<file path="src/rtl/parking_gate_ctrl_if.sv">
// Signal bundle between the gate controller, the sensors/barriers and the
// downstream next-free-slot decoder.
interface parking_gate_ctrl_if;
    logic       enter_req;
    logic       exit_req;
    logic [3:0] exit_slot;
    logic [3:0] next_parking;
    logic [3:0] state;
    logic [3:0] assigned_slot;
    logic       assign_valid;
    logic       entry_gate_open;
    logic       exit_gate_open;
    logic       full;
    logic [2:0] occupied_count;
    logic       full_reject;
    logic       exit_error;

    modport master (
        output enter_req, exit_req, exit_slot, next_parking,
        input  state, assigned_slot, assign_valid, entry_gate_open, exit_gate_open,
        input  full, occupied_count, full_reject, exit_error
    );

    modport slave (
        input  enter_req, exit_req, exit_slot, next_parking,
        output state, assigned_slot, assign_valid, entry_gate_open, exit_gate_open,
        output full, occupied_count, full_reject, exit_error
    );
endinterface

</file>
<file path="src/rtl/parking_gate_ctrl.sv">
// Occupancy owner and entry/exit barrier sequencer for a 4-slot lot.
// Exit requests win over entry; HOLD states stop a car idling at a sensor being served twice.
module parking_gate_ctrl #(
    parameter int unsigned GATE_OPEN_CYCLES = 8
) (
    input logic                  clk,
    input logic                  rst_n,
    parking_gate_ctrl_if.slave   io_bus
);

    localparam int unsigned CntW = (GATE_OPEN_CYCLES > 1) ? $clog2(GATE_OPEN_CYCLES) : 1;
    localparam logic [CntW-1:0] CntLast = CntW'(GATE_OPEN_CYCLES - 1);

    typedef enum logic [2:0] {
        StIdle,
        StEnterOpen,
        StEnterHold,
        StExitOpen,
        StExitHold
    } fsm_e;

    fsm_e            r_fsm, w_fsm_d;
    logic [CntW-1:0] r_cnt, w_cnt_d;
    logic [3:0]      r_state, w_state_d;
    logic [3:0]      r_slot, w_slot_d;
    logic            r_assign_valid, w_assign_valid_d;
    logic            r_full_reject, w_full_reject_d;
    logic            r_exit_error, w_exit_error_d;
    logic            r_full;
    logic [2:0]      r_count;

    logic [3:0] w_exit_m1, w_np_m1;
    logic [3:0] w_exit_mask, w_np_mask;
    logic       w_exit_ok;

    function automatic logic [2:0] popcount4(input logic [3:0] v);
        return {2'b00, v[0]} + {2'b00, v[1]} + {2'b00, v[2]} + {2'b00, v[3]};
    endfunction

    assign w_exit_m1   = io_bus.exit_slot - 4'd1;
    assign w_np_m1     = io_bus.next_parking - 4'd1;
    assign w_exit_mask = 4'b0001 << w_exit_m1[1:0];
    // A decoder value above 4 is malformed; refuse to set any occupancy bit for it.
    assign w_np_mask   = (io_bus.next_parking <= 4'd4) ? (4'b0001 << w_np_m1[1:0]) : 4'b0000;
    assign w_exit_ok   = (io_bus.exit_slot != 4'd0) && (io_bus.exit_slot <= 4'd4) &&
                         ((r_state & w_exit_mask) != 4'b0000);

    always_comb begin
        w_fsm_d          = r_fsm;
        w_cnt_d          = r_cnt;
        w_state_d        = r_state;
        w_slot_d         = r_slot;
        w_assign_valid_d = 1'b0;
        w_full_reject_d  = 1'b0;
        w_exit_error_d   = 1'b0;
        case (r_fsm)
            StIdle: begin
                w_cnt_d = '0;
                if (io_bus.exit_req) begin
                    if (w_exit_ok) begin
                        w_state_d = r_state & ~w_exit_mask;
                        w_fsm_d   = StExitOpen;
                    end else begin
                        w_exit_error_d = 1'b1;
                        w_fsm_d        = StExitHold;
                    end
                end else if (io_bus.enter_req) begin
                    if (io_bus.next_parking != 4'd0) begin
                        w_state_d        = r_state | w_np_mask;
                        w_slot_d         = io_bus.next_parking;
                        w_assign_valid_d = 1'b1;
                        w_fsm_d          = StEnterOpen;
                    end else begin
                        w_full_reject_d = 1'b1;
                        w_fsm_d         = StEnterHold;
                    end
                end
            end
            StEnterOpen, StExitOpen: begin
                if (r_cnt == CntLast) begin
                    w_cnt_d = '0;
                    w_fsm_d = (r_fsm == StEnterOpen) ? StEnterHold : StExitHold;
                end else begin
                    w_cnt_d = r_cnt + 1'b1;
                end
            end
            StEnterHold: if (!io_bus.enter_req) w_fsm_d = StIdle;
            StExitHold:  if (!io_bus.exit_req)  w_fsm_d = StIdle;
            default:     w_fsm_d = StIdle;
        endcase
    end

    always_ff @(posedge clk) begin
        if (!rst_n) begin
            r_fsm          <= StIdle;
            r_cnt          <= '0;
            r_state        <= 4'b0000;
            r_slot         <= 4'd0;
            r_assign_valid <= 1'b0;
            r_full_reject  <= 1'b0;
            r_exit_error   <= 1'b0;
            r_full         <= 1'b0;
            r_count        <= 3'd0;
        end else begin
            r_fsm          <= w_fsm_d;
            r_cnt          <= w_cnt_d;
            r_state        <= w_state_d;
            r_slot         <= w_slot_d;
            r_assign_valid <= w_assign_valid_d;
            r_full_reject  <= w_full_reject_d;
            r_exit_error   <= w_exit_error_d;
            r_full         <= (w_state_d == 4'b1111);
            r_count        <= popcount4(w_state_d);
        end
    end

    assign io_bus.state           = r_state;
    assign io_bus.assigned_slot   = r_slot;
    assign io_bus.assign_valid    = r_assign_valid;
    assign io_bus.entry_gate_open = (r_fsm == StEnterOpen);
    assign io_bus.exit_gate_open  = (r_fsm == StExitOpen);
    assign io_bus.full            = r_full;
    assign io_bus.occupied_count  = r_count;
    assign io_bus.full_reject     = r_full_reject;
    assign io_bus.exit_error      = r_exit_error;

endmodule

</file>
<file path="src/flat_wrapper.sv">
// flat-port wrapper written by rule: the top's interface ports become plain ports
module parking_gate_ctrl_flat 
#(
    parameter int unsigned GATE_OPEN_CYCLES = 8
)
  (clk, rst_n, io_bus_enter_req, io_bus_exit_req, io_bus_exit_slot, io_bus_next_parking, io_bus_state, io_bus_assigned_slot, io_bus_assign_valid, io_bus_entry_gate_open, io_bus_exit_gate_open, io_bus_full, io_bus_occupied_count, io_bus_full_reject, io_bus_exit_error);
  parking_gate_ctrl_if io_bus_i ();
  input logic clk;
  input logic rst_n;
  input wire logic [$bits(io_bus_i.enter_req)-1:0] io_bus_enter_req;
  input wire logic [$bits(io_bus_i.exit_req)-1:0] io_bus_exit_req;
  input wire logic [$bits(io_bus_i.exit_slot)-1:0] io_bus_exit_slot;
  input wire logic [$bits(io_bus_i.next_parking)-1:0] io_bus_next_parking;
  output wire logic [$bits(io_bus_i.state)-1:0] io_bus_state;
  output wire logic [$bits(io_bus_i.assigned_slot)-1:0] io_bus_assigned_slot;
  output wire logic [$bits(io_bus_i.assign_valid)-1:0] io_bus_assign_valid;
  output wire logic [$bits(io_bus_i.entry_gate_open)-1:0] io_bus_entry_gate_open;
  output wire logic [$bits(io_bus_i.exit_gate_open)-1:0] io_bus_exit_gate_open;
  output wire logic [$bits(io_bus_i.full)-1:0] io_bus_full;
  output wire logic [$bits(io_bus_i.occupied_count)-1:0] io_bus_occupied_count;
  output wire logic [$bits(io_bus_i.full_reject)-1:0] io_bus_full_reject;
  output wire logic [$bits(io_bus_i.exit_error)-1:0] io_bus_exit_error;
  assign io_bus_i.enter_req = io_bus_enter_req;
  assign io_bus_i.exit_req = io_bus_exit_req;
  assign io_bus_i.exit_slot = io_bus_exit_slot;
  assign io_bus_i.next_parking = io_bus_next_parking;
  assign io_bus_state = io_bus_i.state;
  assign io_bus_assigned_slot = io_bus_i.assigned_slot;
  assign io_bus_assign_valid = io_bus_i.assign_valid;
  assign io_bus_entry_gate_open = io_bus_i.entry_gate_open;
  assign io_bus_exit_gate_open = io_bus_i.exit_gate_open;
  assign io_bus_full = io_bus_i.full;
  assign io_bus_occupied_count = io_bus_i.occupied_count;
  assign io_bus_full_reject = io_bus_i.full_reject;
  assign io_bus_exit_error = io_bus_i.exit_error;
  parking_gate_ctrl #(.GATE_OPEN_CYCLES(GATE_OPEN_CYCLES)) u_core (.clk(clk), .rst_n(rst_n), .io_bus(io_bus_i));
endmodule
</file>
<file path="config.mk">
export PLATFORM = sky130hd
export DESIGN_NAME = parking_gate_ctrl_flat
export DESIGN_NICKNAME = d
export VERILOG_FILES = /design/src/rtl/parking_gate_ctrl_if.sv /design/src/rtl/parking_gate_ctrl.sv /design/src/flat_wrapper.sv
export SDC_FILE = /design/constraint.sdc
export NUM_CORES = 1
export LEC_CHECK = 0
export ABC_AREA = 1
export CORE_MARGIN = 2
export CORE_UTILIZATION = 48
export DETAILED_ROUTE_END_ITERATION = 10
export PLACE_DENSITY = 0.84
export SYNTH_ARGS = -nofsm -noshare
export SYNTH_HDL_FRONTEND = slang
export SYNTH_SLANG_ARGS = --single-unit
</file>
<file path="constraint.sdc">
create_clock -name clk -period 2.5 [get_ports clk]
set_input_delay 0.25 -clock clk [delete_from_list [all_inputs] [get_ports clk]]
set_output_delay 0.25 -clock clk [all_outputs]
set_load 0.005 [all_outputs]
</file>
# Word-level counts from Yosys, hierarchy flattened
# Index checks and enable logic that the tools add are counted.
# Widths: inputs -> output; s select.
# totals
wordCells	69
reg_bits	21
inputBits	12
out_inout_bits	17
# op_classes
n_shift	2
n_eq_ne	10
order_cmp	2
mux	20
bitwise	8
add_sub_neg	6
n_reduce_logical	12
# ops
op	count
$mux 3	8
$mux 4	6
$pmux 3 s4	1
$reduce_bool 4->1	3
$and 4x4->4	2
$le 4x3->1 const B	2
$reduce_and 4->1	2
$shl 1x2->4 const A	2
$add 3x1->3	2
$eq 3x2->1 const B	2
$eq 3x3->1 const B	2
$pmux 3 s2	1
$eq 4x4->1 const B	1
$ne 2x2->1 const B	2
$not 1->1	4
$not 4->4	1
$or 4x4->4	1
$reduce_or 4->1	1
$sub 2x1->2 const B	2
$add 3x1->3 const B	1
$eq 3x1->1 const B	1
$logic_not 3->1	1
$mux 1	3
$ne 3x3->1 const B	1
other kinds (7)	8

# Depth between registers and ports, before layout
# logic_depth
ltp_word	11
depth_mapped	21
ltp_nobuf	21

# Least setup slack after synthesis
# Ideal clock, no wire load.
# synth_timing
path_type	input-to-reg
startpoint	input io_bus_exit_slot[0]
endpoint	register u_core.r_count[1] (netlist: u_core.io_bus.occupied_count[1])
path_buffers	0
setup_ns	0.109
path_stages	20
t_arrival_ns	1.941
slack_ns	0.450
cell_sequence	inv_1 -> nand2_1 -> nand2_1 -> nand2_1 -> nor2_2 -> nand2_1 -> inv_1 -> nand2_1 -> nand2_1 -> inv_1 -> ha_1 -> nand3_1 -> nand2_1 -> inv_1 -> ha_1 -> inv_1 -> nand2_1 -> ha_1 -> nand2_1 -> inv_1
# synth_via
elab_chain_cells	11
elab_cells_between_ends	16
# synth_rtl
item	line	rtl
start: declaration	flat_wrapper.sv:12	input wire logic [$bits(io_bus_i.exit_slot)-1:0] io_bus_exit_slot;
$sub 2x1->2	parking_gate_ctrl.sv:40	assign w_exit_m1 = io_bus.exit_slot - 4'd1;
$shl 1x2->4	parking_gate_ctrl.sv:42	assign w_exit_mask = 4'b0001 << w_exit_m1[1:0];
$and 4x4->4	parking_gate_ctrl.sv:46	((r_state & w_exit_mask) != 4'b0000);
$reduce_bool 4->1	parking_gate_ctrl.sv:46	
$logic_and 1x1->1	parking_gate_ctrl.sv:45	assign w_exit_ok = (io_bus.exit_slot != 4'd0) && (io_bus.exit_slot <= 4'd4) &&
$mux 4 *	parking_gate_ctrl.sv:60	if (w_exit_ok) begin
$mux 4 *	parking_gate_ctrl.sv:59	if (io_bus.exit_req) begin
$mux 4 *	parking_gate_ctrl.sv:56	case (r_fsm)
named net u_core.w_state_d[0]	parking_gate_ctrl.sv:24	logic [3:0] r_state, w_state_d;
$add 1x1->2 *	parking_gate_ctrl.sv:37	return {2'b00, v[0]} + {2'b00, v[1]} + {2'b00, v[2]} + {2'b00, v[3]};
$add 3x1->3 * (2 in series)	parking_gate_ctrl.sv:37	
end signal: assignment	parking_gate_ctrl.sv:113	r_count <= popcount4(w_state_d);
end: declaration	parking_gate_ctrl.sv:30	logic [2:0] r_count;
# The timed path passes the listed nets; every way through them passes the cells marked *.
# A chain may end at the register's enable or synchronous reset.

# Worst setup path in the final report
# layout_timing
startpoint	input io_bus_exit_slot[2]
endpoint	register u_core.r_count[1] (netlist: u_core.io_bus.occupied_count[1])
# layout_via
elab_chain_cells	9
elab_cells_between_ends	10
# layout_rtl
item	line
$le 4x3->1 / $reduce_bool 4->1 (equally long branches)	parking_gate_ctrl.sv:45
$logic_and 1x1->1 * (2 in series)	parking_gate_ctrl.sv:45
$mux 4 *	parking_gate_ctrl.sv:60
$mux 4 *	parking_gate_ctrl.sv:59
$mux 4 *	parking_gate_ctrl.sv:56
named net u_core.w_state_d[1]	parking_gate_ctrl.sv:24
$add 1x1->2 *	parking_gate_ctrl.sv:37
$add 3x1->3 * (2 in series)	parking_gate_ctrl.sv:37
# Marked as above.

==> key figures <==
Synth
  • Synth top area share: 36.2%
  • Seq/Total Area, Yosys: a little over a third
  • Syn_area_per_cell: approximately 6.6 µm²
  • Yosys reg bits: 21
  • Synth area leaders: dfxtp_1 36%, nand2_1 13%, inv_1 10%
  • Synth warn: 0
  • Main synth FF type: dfxtp_1
  • Post-synth EDFFs: 0
  • Post-synth top cells: 40 x nand2_1, 32 x inv_1, 21 x dfxtp_1
  • Count of cell types in the netlist: 20
  • Mapped Cells: 175
  • Synthesized cell area: 0.00116 mm²
  • Post-synth top area cell: dfxtp_1
  • Post-synthesis async set-or-reset flop share: 0%
  • Top-count cell post-synth: nand2_1
  • Syn_nets: 192

Route
  • Via count: approximately 1300
  • DRC: 0
  • Initial drt markers: 38
  • Drt first pass iters: 4
  • Antenna-violating nets left: 0
  • Routed vias/inst: a little over 5
  • WL final: just under 3000 µm
  • Average wire per standard cell: 11.8 µm

Job
  • Max cap viols: 0

Setup path
  • Crit Path Max Fanout: 3
  • CP endpoint kind: flop
  • Worst r2r src: u_core.io_bus.state[2]
  • Worst Setup Start Kind: input pin
  • Reg2reg setup slack: 210 ps
  • Critical Path AT: about 2500 ps
  • Worst R2R End: u_core.io_bus.occupied_count[1]
  • Data required, critical path: between 2000 and 3000 ps
  • Reg2Reg Depth: 19
  • Critical path class: in2reg

STA
  • Slew margin rel.: 68.3%
  • Final Cycle Share: 91.8%
  • Final hold vios: 0
  • Fmax: 0.436 GHz
  • Final slew viol count: 0
  • Worst slew pin tran: around 470 ps
  • Clk_skew: 14.5 ps
  • Min Tclk post-route: roughly 2300 ps
  • Final setup fails: 0

Clock tree
  • Clk buf depth: 2
  • Cts hold-fix bufs: 0
  • Number of sinks on the clock net: 21
  • Root Driver: clkbuf_4
  • Clock buffer count from CTS: 3
  • Clock Pin Slew Worst Setup and Hold Paths: 140 ps
  • Htree depth: 1
  • Setup Fix Bufs, Post-CTS: 0
  • CTS tree: done
  • Worst skew pair latency: 320 ps

Power and ir drop
  • Overall Power: 1.08 mW
  • Pwr/cell area: 645 mW/mm²
  • Largest vdd supply drop: about 0.00050 V
  • Leak Pwr: 0.858 nW

Placed design
  • # port buffers: 28
  • Gp weighted congestion: between 0.8 and 0.9
  • Cell Area, Placed: 0.00161 mm²
  • Post-detail-place hpwl: approximately 2400 µm

GRT
  • Met3 Track Usage GR: 4.52%
  • Global Route met2 Usage: 41.8%
  • GRT busiest layer: met2
  • Largest net degree at the start of global routing: 14
  • Grt total ovfl: 0
  • First-pass GRT wire length: 5070 µm
  • Vias in the first global route: 1193
  • Global Route Usage Sum: 24.5%
  • Met1 Resource Use GR: between 30% and 40%
  • Initial antenna violation count: 0

Die
  • Initial Util: 51.6%
  • DIE AREA: about 0.0028 mm²
  • Core area: around 0.0023 mm²
  • FP Rows: 17
  • Die height: 53.2 µm
  • Die W: approximately 53 µm
  • I/O pins: 29

Layout
  • Area growth from synthesis to layout: 43.5%
  • Fillcell total: 181
  • Nets: 242
  • Cell area after layout: 0.00167 mm²
  • Layout cell share with drive strength beyond 1: 18.3%
  • ANT cells: 0

Min path
  • Min-delay src: u_core.r_cnt[1]
  • Hold path depth: 2
  • Worst hold path class: reg2reg
  • Hold Path Sink: u_core.r_cnt[1]

Status
  • Status: finished clean
## how the worst max path moves through the flow
stage / end / slack [ps] / startpoint
after floorplan: u_core.io_bus.occupied_count[1] / 450 / io_bus_exit_slot[0]
final: u_core.io_bus.occupied_count[1] / 210 / io_bus_exit_slot[2]
after detailed placement: u_core.io_bus.occupied_count[1] / -280 / io_bus_exit_slot[0]
after CTS: u_core.io_bus.occupied_count[1] / 40 / io_bus_exit_slot[0]
after global placement: u_core.io_bus.occupied_count[1] / -170 / io_bus_exit_slot[1]
after global routing: u_core.io_bus.occupied_count[1] / -2 / u_core.io_bus.state[2]
## report_power, final
part / total [mW] / switching [mW] / internal [mW]
combinational: 0.480 / 0.276 / 0.204
sequential: 0.422 / 0.0407 / 0.381
clock: 0.175 / 0.115 / 0.0599
total: 1.08 / 0.431 / 0.645
## sequential cells by signal, indices dropped and copies added, names as in the netlist
register,flops
u_core.io_bus.assigned_slot,4
u_core.io_bus.state,4
u_core.io_bus.occupied_count,3
u_core.r_cnt,3
u_core.r_fsm,3
u_core.io_bus.assign_valid,1
u_core.io_bus.exit_error,1
u_core.io_bus.full,1
u_core.io_bus.full_reject,1
## timing repair
| item | in CTS | in global routing |
|---|---|---|
| endpoints found under the hold margin | 0 | 0 |
| gates resized for setup | 0 | 8 |
| setup endpoints to repair | 0 | 2 |
## per-layer routing
metal  vias to the layer above  wire length, µm
met5                         -                0
met4                         0               30
met3                         4              177
met2                        46             1540
met1                       585             1240
li1                        644                -
## through the flow
step	setup TNS [ps]	instances	hold WS [ps]	utilization, %	worst slack, ps
2_1_floorplan	0	175	388	-	450
3_3_place_gp	-252	248	451	71.3	-169
3_5_place_dp	-467	248	459	71.3	-277
4_1_cts	0	252	477	72.5	41.9
5_1_grt	-2.18	252	520	74.0	-2.18
6_report	0	252	481	74.0	205
## cells by family (layout without fill, tap and decap cells)
group           after synthesis  after routing  share of synthesized area [%]
simple gates                 93             93                           38.0
buf+inv                      36             85                           11.8
flops                        21             21                           36.2
compound gates               20             20                           8.61
fa+ha+maj                     5              5                           5.38
## final cells by class
type | count | area [µm²] | area share, %
Clock buffer | 3 | 22.5 | 1.35
Clock inverter | 1 | 5.00 | 0.300
Inverter | 35 | 133 | 7.95
Multi-Input combinational cell | 118 | 631 | 37.8
Sequential cell | 21 | 422 | 25.3
Tap cell | 28 | 35.0 | 2.10
Timing Repair Buffer | 46 | 420 | 25.2
## placed cells by master, fill, tap and decap left out
cell type	instances
nand3_4	1
dfxtp_1	20
buf_4	18
nand2_1	40
dlymetal6s2s_1	2
nor3_1	3
nor2_2	4
o21ai_1	4
nand4_1	1
a21oi_1	10
nor2_1	18
nand2_4	1
dfxtp_2	1
nor3_4	1
nand3b_1	1
o21ai_0	6
nand3_2	2
nor2_4	3
clkinv_2	2
clkdlybuf4s50_1	26
nand3_1	15
clkbuf_4	3
inv_2	2
nor3_2	1
ha_1	5
inv_1	32
nand2_2	2
## critical path, cell delays in order
cell	delay, ps
clkdlybuf4s50_1	480
inv_1	50
nand2_1	60
nand2_1	60
nor2_2	120
nand2_1	100
inv_1	70
nand2_1	50
nand2_1	90
inv_1	60
ha_1	280
nand3_1	100
nand2_1	80
inv_1	40
ha_1	160
inv_1	50
nand2_1	50
ha_1	260
nand2_1	60
inv_1	50
Note: power is estimated with default switching activity, not from simulation.
